==> src/rtl/mem_access_stage.sv <==
// Purpose : MEM pipeline stage. Issues data-memory loads/stores over a req/ack
//           bus, resolves branches and registers the MEM/WB outputs.
// Latency : non-memory ops 1 cycle; memory ops 1 + cycles until dmem_ack.
// Backpressure: stall_out holds EX/MEM while a request is being issued or is
//           outstanding. Requests that get no ack are aborted after ACK_TIMEOUT
//           cycles. ACK_TIMEOUT = 0 disables the abort.
//
// Ports
//   clk, rst_n                     clock (rising edge), async active-low reset
//   valid_in .. regwrite_in        EX/MEM pipeline register contents
//   stall_out, pc_src, branch_target   upstream hazard/branch controls (combinational)
//   dmem_req/we/addr/wdata         registered memory request
//   dmem_rdata, dmem_ack           memory response (ack is a single-cycle completion)
//   wb_*                           registered MEM/WB outputs
//   misalign_err, bus_err          one-cycle error pulses
module mem_access_stage #(
  parameter int XLEN        = 64,
  parameter int ACK_TIMEOUT = 16
) (
  input  logic            clk,
  input  logic            rst_n,
  input  logic            valid_in,
  input  logic [XLEN-1:0] pc_in,
  input  logic            zero_in,
  input  logic            branch_in,
  input  logic [XLEN-1:0] alu_result_in,
  input  logic [XLEN-1:0] write_data_in,
  input  logic [4:0]      write_reg_in,
  input  logic            memread_in,
  input  logic            memwrite_in,
  input  logic            memtoreg_in,
  input  logic            regwrite_in,
  output logic            stall_out,
  output logic            pc_src,
  output logic [XLEN-1:0] branch_target,
  output logic            dmem_req,
  output logic            dmem_we,
  output logic [XLEN-1:0] dmem_addr,
  output logic [XLEN-1:0] dmem_wdata,
  input  logic [XLEN-1:0] dmem_rdata,
  input  logic            dmem_ack,
  output logic            wb_valid,
  output logic [XLEN-1:0] wb_read_data,
  output logic [XLEN-1:0] wb_alu_result,
  output logic [4:0]      wb_write_reg,
  output logic            wb_memtoreg,
  output logic            wb_regwrite,
  output logic            misalign_err,
  output logic            bus_err
);

  // Counter is at least one bit wide so ACK_TIMEOUT = 0 still elaborates.
  localparam int CW   = (ACK_TIMEOUT > 0) ? $clog2(ACK_TIMEOUT + 1) : 1;
  localparam int LAST = (ACK_TIMEOUT > 0) ? ACK_TIMEOUT - 1 : 0;
  localparam logic [CW-1:0] CNT_LAST = CW'(LAST);
  localparam bit TO_EN = (ACK_TIMEOUT != 0);

  typedef enum logic {IDLE, WAIT} state_t;

  state_t          state_q, state_d;
  logic [CW-1:0]   cnt_q, cnt_d;
  logic            req_q, req_d;
  logic            we_q, we_d;
  logic [XLEN-1:0] addr_q, addr_d;
  logic [XLEN-1:0] wdata_q, wdata_d;
  logic [4:0]      dst_q, dst_d;
  logic            m2r_q, m2r_d;
  logic            rw_q, rw_d;
  logic            wb_valid_q, wb_valid_d;
  logic [XLEN-1:0] wb_rdata_q, wb_rdata_d;
  logic [XLEN-1:0] wb_alu_q, wb_alu_d;
  logic [4:0]      wb_reg_q, wb_reg_d;
  logic            wb_m2r_q, wb_m2r_d;
  logic            wb_rw_q, wb_rw_d;
  logic            misalign_q, misalign_d;
  logic            buserr_q, buserr_d;

  logic memop, aligned, timeout;

  assign memop   = valid_in & (memread_in | memwrite_in);
  assign aligned = (alu_result_in[2:0] == 3'b000);
  // An ack arriving in the last allowed cycle takes priority over the abort.
  assign timeout = TO_EN && (state_q == WAIT) && !dmem_ack && (cnt_q == CNT_LAST);

  assign stall_out = ((state_q == IDLE) & memop & aligned) |
                     ((state_q == WAIT) & ~dmem_ack);
  assign pc_src        = valid_in & branch_in & zero_in & ~stall_out;
  assign branch_target = pc_in;

  always_comb begin
    state_d    = state_q;
    cnt_d      = cnt_q;
    req_d      = req_q;
    we_d       = we_q;
    addr_d     = addr_q;
    wdata_d    = wdata_q;
    dst_d      = dst_q;
    m2r_d      = m2r_q;
    rw_d       = rw_q;
    wb_valid_d = 1'b0;
    wb_rdata_d = wb_rdata_q;
    wb_alu_d   = wb_alu_q;
    wb_reg_d   = wb_reg_q;
    wb_m2r_d   = wb_m2r_q;
    wb_rw_d    = 1'b0;
    misalign_d = 1'b0;
    buserr_d   = 1'b0;

    unique case (state_q)
      IDLE: begin
        if (memop && aligned) begin
          // Capture the access; the request goes out from the next cycle and
          // MEM/WB receives a bubble meanwhile.
          state_d = WAIT;
          cnt_d   = '0;
          req_d   = 1'b1;
          we_d    = memwrite_in;  // read+write together is treated as a store
          addr_d  = alu_result_in;
          wdata_d = write_data_in;
          dst_d   = write_reg_in;
          m2r_d   = memtoreg_in;
          rw_d    = regwrite_in;
        end else if (valid_in) begin
          // Non-memory op, or a misaligned memory op that retires without a
          // request and without a register write.
          wb_valid_d = 1'b1;
          wb_rdata_d = '0;
          wb_alu_d   = alu_result_in;
          wb_reg_d   = write_reg_in;
          wb_m2r_d   = memtoreg_in;
          wb_rw_d    = regwrite_in & ~memop;
          misalign_d = memop;
        end
      end
      WAIT: begin
        cnt_d = cnt_q + CW'(1);
        if (dmem_ack) begin
          state_d    = IDLE;
          req_d      = 1'b0;
          wb_valid_d = 1'b1;
          wb_rdata_d = we_q ? '0 : dmem_rdata;
          wb_alu_d   = addr_q;
          wb_reg_d   = dst_q;
          wb_m2r_d   = m2r_q;
          wb_rw_d    = rw_q;
        end else if (timeout) begin
          state_d    = IDLE;
          req_d      = 1'b0;
          wb_valid_d = 1'b1;
          wb_rdata_d = '0;
          wb_alu_d   = addr_q;
          wb_reg_d   = dst_q;
          wb_m2r_d   = m2r_q;
          wb_rw_d    = 1'b0;
          buserr_d   = 1'b1;
        end
      end
      default: state_d = IDLE;
    endcase
  end

  always_ff @(posedge clk or negedge rst_n) begin
    if (!rst_n) begin
      state_q    <= IDLE;
      cnt_q      <= '0;
      req_q      <= 1'b0;
      we_q       <= 1'b0;
      addr_q     <= '0;
      wdata_q    <= '0;
      dst_q      <= '0;
      m2r_q      <= 1'b0;
      rw_q       <= 1'b0;
      wb_valid_q <= 1'b0;
      wb_rdata_q <= '0;
      wb_alu_q   <= '0;
      wb_reg_q   <= '0;
      wb_m2r_q   <= 1'b0;
      wb_rw_q    <= 1'b0;
      misalign_q <= 1'b0;
      buserr_q   <= 1'b0;
    end else begin
      state_q    <= state_d;
      cnt_q      <= cnt_d;
      req_q      <= req_d;
      we_q       <= we_d;
      addr_q     <= addr_d;
      wdata_q    <= wdata_d;
      dst_q      <= dst_d;
      m2r_q      <= m2r_d;
      rw_q       <= rw_d;
      wb_valid_q <= wb_valid_d;
      wb_rdata_q <= wb_rdata_d;
      wb_alu_q   <= wb_alu_d;
      wb_reg_q   <= wb_reg_d;
      wb_m2r_q   <= wb_m2r_d;
      wb_rw_q    <= wb_rw_d;
      misalign_q <= misalign_d;
      buserr_q   <= buserr_d;
    end
  end

  assign dmem_req      = req_q;
  assign dmem_we       = we_q;
  assign dmem_addr     = addr_q;
  assign dmem_wdata    = wdata_q;
  assign wb_valid      = wb_valid_q;
  assign wb_read_data  = wb_rdata_q;
  assign wb_alu_result = wb_alu_q;
  assign wb_write_reg  = wb_reg_q;
  assign wb_memtoreg   = wb_m2r_q;
  assign wb_regwrite   = wb_rw_q;
  assign misalign_err  = misalign_q;
  assign bus_err       = buserr_q;

endmodule

==> config.mk <==
export PLATFORM = sky130hd
export DESIGN_NAME = mem_access_stage
export DESIGN_NICKNAME = d
export VERILOG_FILES = /design/src/rtl/mem_access_stage.sv
export SDC_FILE = /design/constraint.sdc
export NUM_CORES = 1
export LEC_CHECK = 0
export BUFFER_PORTS_ARGS = -buffer_cell sky130_fd_sc_hd__buf_4
export CAP_MARGIN = 20
export CORE_AREA = 4 4 232 234
export DETAILED_ROUTE_END_ITERATION = 10
export DIE_AREA = 0 0 236 238
export PLACE_DENSITY = 0.56
export SLEW_MARGIN = 20
export SYNTH_ARGS = -nofsm -noshare
export SYNTH_HDL_FRONTEND = slang
export SYNTH_SLANG_ARGS = --single-unit
==> constraint.sdc <==
create_clock -name clk -period 3.12 [get_ports clk]
set_input_delay 0.468 -clock clk [delete_from_list [all_inputs] [get_ports clk]]
set_output_delay 0.468 -clock clk [all_outputs]
set_load 0.1 [all_outputs]
==> results of run 1 <==
[metal layers]
| metal | share of wire, % | wire [microns] |
|---|---|---|
| met2 | 48 | 17400 |
| met1 | 40 | 14700 |
| met4 | 2.8 | 1020 |
| met5 | 0.036 | 13 |
| met3 | 9.2 | 3360 |
[cell type report]
type	instances	share of cell area, %
sequential	281	41.6
timing repair buffer	494	22.5
inverter	4	0.0887
clock inverter	11	1.01
clock buffer	54	6.33
antenna	2	0.0296
tap	688	5.09
multi-input combinational	384	23.4
[synthesized netlist by cell type (all sizes together)]
cell    count  area [sq um]
a21oi       1          5.00
buf        96           748
mux2i       1          10.0
xor2        1          8.76
o21bai      1          7.51
mux2      273          3070
dfrtp     281          7030
o22ai       3          18.8
a22o       64           561
o21a        1          7.51
inv         3          11.3
or2         1          6.26
xnor2       1          8.76
and3        1          6.26
nand3       5          25.0
nand2b      1          6.26
o21ai       7          35.0
and2        3          18.8
clkinv      1          3.75
nand2       7          26.3
nor2        5          18.8
nor3        3          20.0
nor3b       1          7.51
clkbuf     12          45.0
ha          2          25.0
or3         1          6.26
o221ai      1          26.3
[cells by family after synthesis]
group	share of synthesized area, %
flip-flops	59.7
multiplexers	26.2
buffers and inverters	6.87
AO/OA/AOI/OAI	5.61
AND/OR/NAND/NOR	1.20
XOR/XNOR	0.149
adder cells (fa/ha/maj)	0.213
[placed cells by master (no fill, tap or decap), drive strengths merged]
cell         count
buf            493
dfrtp          281
mux2           273
a22o            64
clkbuf          54
nand2            7
o21ai            7
clkinv           6
nor2             5
nand3            5
bufinv           4
inv              3
and2             3
o22ai            3
nor3             3
diode            2
ha               2
clkinvlp         2
and3             1
nand2b           1
o21a             1
or3              1
o21bai           1
or2              1
o221ai           1
nor3b            1
mux2i            1
xor2             1
xnor2            1
a21oi            1
dlygate4sd3      1
[worst max-delay path, stage by stage (launching register included)]
cell and delay (ns):
dfrtp_1 0.40, ha_1 0.23, and3_1 0.19, ha_1 0.27
o221ai_4 0.29, buf_12 0.41, mux2_2 0.40
[where the power goes]
part | internal [uW] | switching (uW)
registers | 4300 | 405
logic | 1530 | 5340
clock network | 2710 | 1630
[what timing repair did]
| action | CTS | global route |
|---|---|---|
| setup endpoints to repair | 0 | 0 |
| endpoints found under the hold margin | 77 | 0 |
| resized for setup | 0 | 0 |
| hold buffers | 1 | 0 |
[worst min-delay path by stage]
stage,startpoint,to,depth (start not counted)
4_1_cts,dmem_rdata[27],wb_read_data[27],2
6_report,dmem_rdata[27],wb_read_data[27],2
5_1_grt,dmem_rdata[27],wb_read_data[27],2
2_1_floorplan,rst_n,bus_err,0
3_5_place_dp,wb_write_reg[1],wb_write_reg[1],1
3_3_place_gp,wb_alu_result[62],wb_alu_result[62],1
[stage by stage]
step	power, uW	area, sq um	utilization, %	worst slack (ns)
CTS	16200	16900	32.5	0.640
global placement	11600	15700	30.1	0.633
floorplan	10400	11800	-	0.207
detailed placement	11700	15700	30.1	0.611
finish	15900	16900	32.5	0.672
global route	16500	16900	32.5	0.576
==> impl_results.md, run 1 <==
* Starting Density at 22.6%
* Worst Setup End Kind: register
* Unrepaired setup endpoints after global routing: no
* Syn-to-layout area delta at 43.8%
* Drt via density at 4.15
* Max-slew headroom at 51.4%
* Pwr dens at 941 nW/um^2
* Synthesized area at 11800 sq um
* FMAX at 0.409 GHz
* Fillers at 5194
* Largest net degree at the start of global routing at 100
* CTS root buf: clkbuf_16
* Core area at 52000 sq um
* Storage cell area at between 7000 and 8000 sq um
* Seq/Total Area, Yosys at 59.7%
* Worst endpoint required time at approximately 3.5 ns
* Boundary Pins at 605
* Slew at the pin with the worst max-slew slack at 0.730 ns
* Chip width at around 240 microns
* Grt met2 use at 19.9%
* Hold WS at 0.144 ns
* Syn_nets at approximately 1.1k
* Final Setup Violations at 0
* Yosys reg bits at 281
* Worst Setup Path Type: register to register
* M3 GR Usage at 5.10%
* Detailed Route Iter0 Violations at 193
* M1 GR Usage at between 10% and 20%
* # clock sinks at 281
* TNS Setup at 0 ns
* DRC violations left at 0
* Setup bufs post-CTS at 0
* Crit-path max FO at 99
* Cell Count, Final, Fillers Out at 1918
* TritonCTS clock tree: yes
* Ys Warns at 0
* Initial antenna violation count at 1
* CTS Buffer Depth at 3
* GPL Wtd Cong at 0.806
* DR WL/cell at around 19 microns
* Worst VDD drop at 0.491 mV
* H-tree Lvls at 2
* Slew Limit Fails at 0
* Max-cap violations at 0
* CP Launch Type: register
* Vias at 7969
* Status: finished, final reports clean
* Tot GR Track Use at 12.3%
* Final net count at approximately 1.5k
* Final ANT Viol Nets at 0
* Worst hold path type: primary input to register
* CP endpoint: wb_alu_result[3]
* GRT overflow at 0
* Cells after synthesis at slightly below 800
* Site Rows at 84
* Global-route wire length before repair at between 50000 and 60000 microns
* Final hold vios at 0
* Crit path time final at 2.45 ns
* Leak pwr at 0.00801 uW
* Final Cycle Share at between 70% and 80%
* Cells after DPL at 1850
* Detailed placement HPWL at between 20000 and 30000 microns
* Clock skew at slightly below 0.02 ns
* Distinct cell type count after synthesis at 32
* Worst R2R Start: cnt_q[0]
* Detailed Routing Iterations Pass 1 at 4
* Worst R2R End: wb_alu_result[3]
* Clk slew on worst S/H paths at 0.06 ns
* Share of post-route cells with drive strength above 1 at between 60 and 70%
* Gr busiest metal: met2
* Die ar. at 56200 sq um
* Critical Path Start: cnt_q[0]
* R2R Setup Slk at 0.67 ns
* Multi-input gate area at 3960 sq um
* R2R depth at 6
* Routed WL at 36500 microns
* Worst-Skew Late Latency at between 0.5 and 0.6 ns
* Mapped Avg Cell Area at 15.1 sq um
* Vias in the first global route at 8619
* Die Ht at 238 microns
* Crit path DAT at 2.86 ns
* Count of input and output buffers at around 480
* TritonCTS buffer count at 36
No activity file was read; power rests on OpenSTA's default activity.
==> inputs of run 2 (changes only) <==
==> constraint.sdc (replaced) <==
create_clock -name clk -period 2.53 [get_ports clk]
set_input_delay 0.3795 -clock clk [delete_from_list [all_inputs] [get_ports clk]]
set_output_delay 0.3795 -clock clk [all_outputs]
set_load 0.1 [all_outputs]
==> impl_results.md, run 2 (synthesis gave the netlist of run 1 again) <==
* Status: finished, final reports clean (unchanged)
* R2R Setup Slk at 0.32 ns (was 0.67 ns)
* Clk slew on worst S/H paths at 0.06 ns (about the same)
* DRC violations left at 0 (unchanged)
* Detailed Route Iter0 Violations at 203 (was 193)
* Die ar. at 56200 sq um (unchanged)
* Worst Setup End Kind: output port (was register)
* Worst Setup Path Type: register to output port (was register to register)
* Final net count at 1487 (was 1474)
* Crit-path max FO at 14 (was 99)
* Most frequent cells in the layout: buf_4 (497), dfrtp_1 (280), mux2_2 (263) (was buf_4 (485), dfrtp_1 (280), mux2_2 (263))
* Worst-Skew Late Latency at 0.53 ns (was 0.54 ns)
* Critical Path Start: state_q (was cnt_q[0])
* TNS Setup at 0 ns (unchanged)
* Design Area, Final at 16900 sq um (about the same)
* Psw at 9050 uW (was 7380 uW)
* Starting Density at 22.6% (unchanged)
* Drt via density at 4.16 (was 4.15)
* Unrepaired setup endpoints after global routing: no (unchanged)
* Die Ht at 238 microns (unchanged)
* Switching Share at 47.4% (was 46.4%)
* Final hold vios at 0 (unchanged)
* Slew Limit Fails at 0 (unchanged)
* Initial antenna violation count at 1 (unchanged)
* Final Cycle Share at 92.3%
* Worst VDD drop at 0.728 mV (was 0.491 mV)
* Max-cap violations at 0 (unchanged)
* TritonCTS clock tree: yes (unchanged)
* Worst R2R End: wb_alu_result[9] (was wb_alu_result[3])
* GPL Wtd Cong at 0.771 (was 0.806)
* Boundary Pins at 605 (unchanged)
* CTS Buffer Depth at 3 (unchanged)
* Share of post-route cells with drive strength above 1 at 67.1% (was 66.6%)
* Layout Utilization at 32.5% (about the same)
* Routed WL at 36800 microns (was 36500 microns)
* Detailed Routing Iterations Pass 1 at 5 (was 4)
* CP endpoint: pc_src (was wb_alu_result[3])
* Largest net degree at the start of global routing at 68 (was 100)
* Count of input and output buffers at 476 (unchanged)
* Clock power share at 24.9% (was 27.3%)
* Detailed placement HPWL at 27200 microns (was 26200 microns)
* Internal at 10000 uW (was 8540 uW)
* R2R depth at 6 (unchanged)
* FMAX at 0.428 GHz
* Worst R2R Start: cnt_q[0] (unchanged)
* # clock sinks at 281 (unchanged)
* Pwr dens at 1130 nW/um^2 (was 941 nW/um^2)
* Worst hold path type: primary input to register (unchanged)
* Chip width at 236 microns (unchanged)
* Vias in the first global route at 8607 (was 8619)
* Crit path DAT at 1.96 ns (was 2.86 ns)
* Max-slew headroom at 53.4% (was 51.4%)
* HP Start: dmem_rdata[2] (was dmem_rdata[27])
* Final ANT Viol Nets at 0 (unchanged)
* Fin worst setup slack at 0.194 ns (was 0.672 ns)
* Post-CTS sizing at 0 (unchanged)
* Syn-to-layout area delta at 43.7% (was 43.8%)
* Combinational power share at 44.7% (was 43.2%)
* Site Rows at 84 (unchanged)
* Worst endpoint required time at 2.15 ns (was 3.54 ns)
* Tot GR Track Use at 12.5% (was 12.3%)
* Clock skew at 0.0137 ns (was 0.0198 ns)
* Commonest non-fill, non-tap cell in the layout: buf_4 (unchanged)
* GRT overflow at 0 (unchanged)
* CTS root buf: clkbuf_16 (unchanged)
* Global-route wire length before repair at 54600 microns (was 54300 microns)
* DR WL/cell at 19.1 microns (was 19.0 microns)
* Core area at 52000 sq um (unchanged)
* CP Launch Type: register (unchanged)
* Final Setup Violations at 0 (unchanged)
* Worst slack, placed at 0.233 ns (was 0.611 ns)
* Dpl cell area at 15800 sq um (was 15700 sq um)
* Sequential share of power at 30.4% (was 29.5%)
* Crit path time final at between 2 and 2.5 ns
* Leak pwr at 0.00803 uW (was 0.00801 uW)
* Power, Total at 19100 uW (was 15900 uW)
* TritonCTS buffer count at 35 (was 36)
* H-tree Lvls at 2 (unchanged)
* Slew at the pin with the worst max-slew slack at 0.699 ns (was 0.730 ns)
* Vias at 8024 (was 7969)
run 2: metrics by stage:
| stage | instances | hold slack (ns) |
|---|---|---|
| after floorplan | 777 | 0.0839 |
| after global placement | 1864 | 0.330 |
| after detailed placement | 1864 | 0.337 |
| after CTS | 1926 | 0.0180 |
| after global routing | 1926 | 0.0261 |
| final | 1927 | 0.0630 |
run 2: area by class of cell:
class                      instances  area [sq um]
inverter                           4          15.0
multi-input combinational        384          3970
timing repair buffer             508          3940
clock inverter                    10          65.1
tap                              688           861
clock buffer                      51          1030
antenna                            1          2.50
sequential                       281          7040
fill                            5226         35100
run 2: repair_timing:
item | in CTS | in global routing
buffers inserted | 0 | 0
hold buffers | 1 | 0
hold endpoints to repair | 37 | 0
run 2: power by group through the flow:
| stage | registers (uW) | clock network (uW) | logic, uW |
|---|---|---|---|
| 2_1_floorplan | 11300 | 0 | 1530 |
| 3_3_place_gp | 5850 | 0 | 8560 |
| 3_5_place_dp | 5880 | 0 | 8600 |
| 4_1_cts | 5810 | 4980 | 8600 |
| 5_1_grt | 5910 | 5170 | 8780 |
| 6_report | 5800 | 4760 | 8520 |
run 2: worst min-delay path by stage:
stage,end,slack [ns],depth (start not counted)
final,wb_read_data[2],0.06,2
after global routing,wb_read_data[27],0.03,2
after CTS,wb_read_data[60],0.02,2
after detailed placement,wb_read_data[63],0.34,1
after global placement,wb_read_data[10],0.33,1
after floorplan,bus_err,0.08,0
run 2: per-layer routing:
layer,GRT usage (%),up-vias,share of wire (%)
li1,-,3606,-
met1,14.8,3982,39
met2,19.7,380,47
met3,6.22,56,11
met4,4.70,0,3.0
met5,0,-,0
run 2: worst max-delay path: stages, from the launching register on:
cell and delay, ns:
dfrtp_4 0.58, nand2b_1 0.18, buf_4 0.17, nor3b_4 0.17
buf_4 0.31
==> inputs of run 3 (changes only) <==
--- a/config.mk
+++ b/config.mk
@@ -10,6 +10,7 @@
 export CORE_AREA = 4 4 232 234
 export DETAILED_ROUTE_END_ITERATION = 10
 export DIE_AREA = 0 0 236 238
+export MAX_ROUTING_LAYER = met4
 export PLACE_DENSITY = 0.56
 export SLEW_MARGIN = 20
 export SYNTH_ARGS = -nofsm -noshare
==> impl_results.md, run 3 (synthesis gave the netlist of run 1 again) <==
* Status: finished, final reports clean (unchanged)
* Detailed Routing Iterations Pass 1 at 4 (was 5)
* Cells after DPL at 1864 (unchanged)
* Die ar. at 56200 sq um (unchanged)
* Vias in the first global route at 8633 (was 8607)
* Global-route wire length before repair at 54500 microns (was 54600 microns)
* Crit path DAT at 1.95 ns (was 1.96 ns)
* TritonCTS clock tree: yes (unchanged)
* Slew Limit Fails at 0 (unchanged)
* Hold WS at 0.0649 ns (was 0.0630 ns)
* Count of input and output buffers at 476 (unchanged)
* Core area at 52000 sq um (unchanged)
* Worst endpoint required time at 2.15 ns (about the same)
* FMAX at 0.428 GHz (about the same)
* Commonest non-fill, non-tap cell in the layout: buf_4 (unchanged)
* Fillers at 5226 (unchanged)
* Site Rows at 84 (unchanged)
* Crit path max-delay cell type: dfrtp_4 (unchanged)
* Worst Setup End Kind: output port (unchanged)
* Metal3 WL at 4020 microns (was 4040 microns)
* Worst Setup Path Type: register to output port (unchanged)
* GPL Wtd Cong at 0.782 (was 0.771)
* Most frequent cells in the layout: buf_4 (497), dfrtp_1 (280), mux2_2 (263) (unchanged)
* Routed WL at 36900 microns (was 36800 microns)
* Crit path time final at 2.33 ns (was 2.34 ns)
* Worst hold path type: primary input to register (unchanged)
* Detailed placement HPWL at 27200 microns (unchanged)
* Share of post-route cells with drive strength above 1 at 67.1% (unchanged)
* TritonCTS buffer count at 35 (unchanged)
* Unrepaired setup endpoints after global routing: no (unchanged)
* CTS root buf: clkbuf_16 (unchanged)
* Met2 routed WL at 17200 microns (about the same)
* Worst slack, placed at 0.233 ns (unchanged)
* Cell Count, Final, Fillers Out at 1927 (unchanged)
* Critical path cell sequence: nand2b_1 > buf_4 > nor3b_4 > buf_4 (unchanged)
* Worst-Skew Late Latency at 0.53 ns (about the same)
* Boundary Pins at 605 (unchanged)
* Final hold vios at 0 (unchanged)
* TNS Setup at 0 ns (unchanged)
* CP Launch Type: register (unchanged)
* Max-slew headroom at 53.4% (about the same)
* Worst path max stage delay at 0.58 ns (about the same)
* Most used cell, CP: buf_4 (unchanged)
* Tot GR Track Use at 12.9% (was 12.5%)
* Leak pwr at 0.00803 uW (unchanged)
* Die Ht at 238 microns (unchanged)
* Syn-to-layout area delta at 43.7% (unchanged)
* Initial antenna violation count at 1 (unchanged)
* Clock skew at 0.0114 ns (was 0.0137 ns)
* Clk slew on worst S/H paths at 0.06 ns (about the same)
* H-tree Lvls at 2 (unchanged)
* Final Cycle Share at 92.3% (about the same)
* Pwr dens at 1130 nW/um^2 (about the same)
* # clock sinks at 281 (unchanged)
* Top delay family on crit path: flip-flops (unchanged)
* Final net count at 1487 (unchanged)
* Chip width at 236 microns (unchanged)
* DR WL/cell at 19.1 microns (about the same)
* Storage cell area at 7040 sq um (unchanged)
* Setup bufs post-CTS at 0 (unchanged)
* Worst VDD drop at 0.727 mV (was 0.728 mV)
* Vias at 8021 (was 8024)
* Slew at the pin with the worst max-slew slack at 0.698 ns (was 0.699 ns)
* Met1 WL at 14600 microns (was 14500 microns)
* GRT overflow at 0 (unchanged)
* Drt via density at 4.16 (about the same)
* Fin worst setup slack at 0.196 ns (was 0.194 ns)
* Max-cap violations at 0 (unchanged)
* Final ANT Viol Nets at 0 (unchanged)
* CP bufs+invs at 2 (unchanged)
* Detailed Route Iter0 Violations at 236 (was 203)
* DRC violations left at 0 (unchanged)
* Final Setup Violations at 0 (unchanged)
* Multi-input gate area at 3970 sq um (unchanged)
* Largest net degree at the start of global routing at 68 (unchanged)
* Post-CTS sizing at 0 (unchanged)
* Crit-path max FO at 14 (unchanged)
* Starting Density at 22.6% (unchanged)
* Layout Utilization at 32.5% (unchanged)
* Top routing layer used: met4 (unchanged)
* CTS Buffer Depth at 3 (unchanged)
## run 3: area by class of cell
class                      instances  share of cell area [%]
clock buffer                      51                    6.07
inverter                           4                  0.0888
antenna                            1                  0.0148
timing repair buffer             508                    23.3
multi-input combinational        384                    23.5
clock inverter                    10                   0.385
tap                              688                    5.09
sequential                       281                    41.6
## run 3: per-stage QoR
| stage | instance area, sq um | power (uW) |
|---|---|---|
| CTS | 16900 | 19400 |
| global route | 16900 | 19900 |
| global placement | 15800 | 14400 |
| floorplan | 11800 | 12800 |
| detailed placement | 15800 | 14500 |
| finish | 16900 | 19100 |
## run 3: power by group
group | leakage (uW) | switching [uW] | internal [uW] | total [uW]
registers | 0.00350 | 500 | 5300 | 5800
clock network | 0.000545 | 1950 | 2820 | 4770
logic | 0.00398 | 6610 | 1920 | 8520
## run 3: final timing paths
check / from / to / slack (ns) / cells past startpoint
min: dmem_rdata[2] / wb_read_data[2] / 0.06 / 2
max reg2reg: cnt_q[0] / wb_alu_result[9] / 0.32 / 6
max in group asynchronous: rst_n / dmem_wdata[46] / 1.41 / 3
min reg2reg: wb_alu_result[60] / wb_alu_result[60] / 0.49 / 1
min in group asynchronous: rst_n / wb_read_data[13] / 0.38 / 2
max: state_q / pc_src / 0.20 / 4
## run 3: worst register-to-register path, stage by stage (launching register included)
cell      delay [ns]
dfrtp_1         0.40
ha_1            0.23
and3_1          0.19
ha_1            0.25
o221ai_4        0.37
buf_12          0.27
mux2_2          0.39
## run 3: repair_timing
action                                  CTS  global route
hold buffers                              1             0
endpoints found under the setup margin    0             0
endpoints found under the hold margin    37             0
## run 3: layer usage
layer / global-route usage [%] / vias to the layer above
met1: 14.7 / 3976
met2: 19.7 / 384
met5: - / -
met4: 4.70 / 0
met3: 6.24 / 59
li1: - / 3602
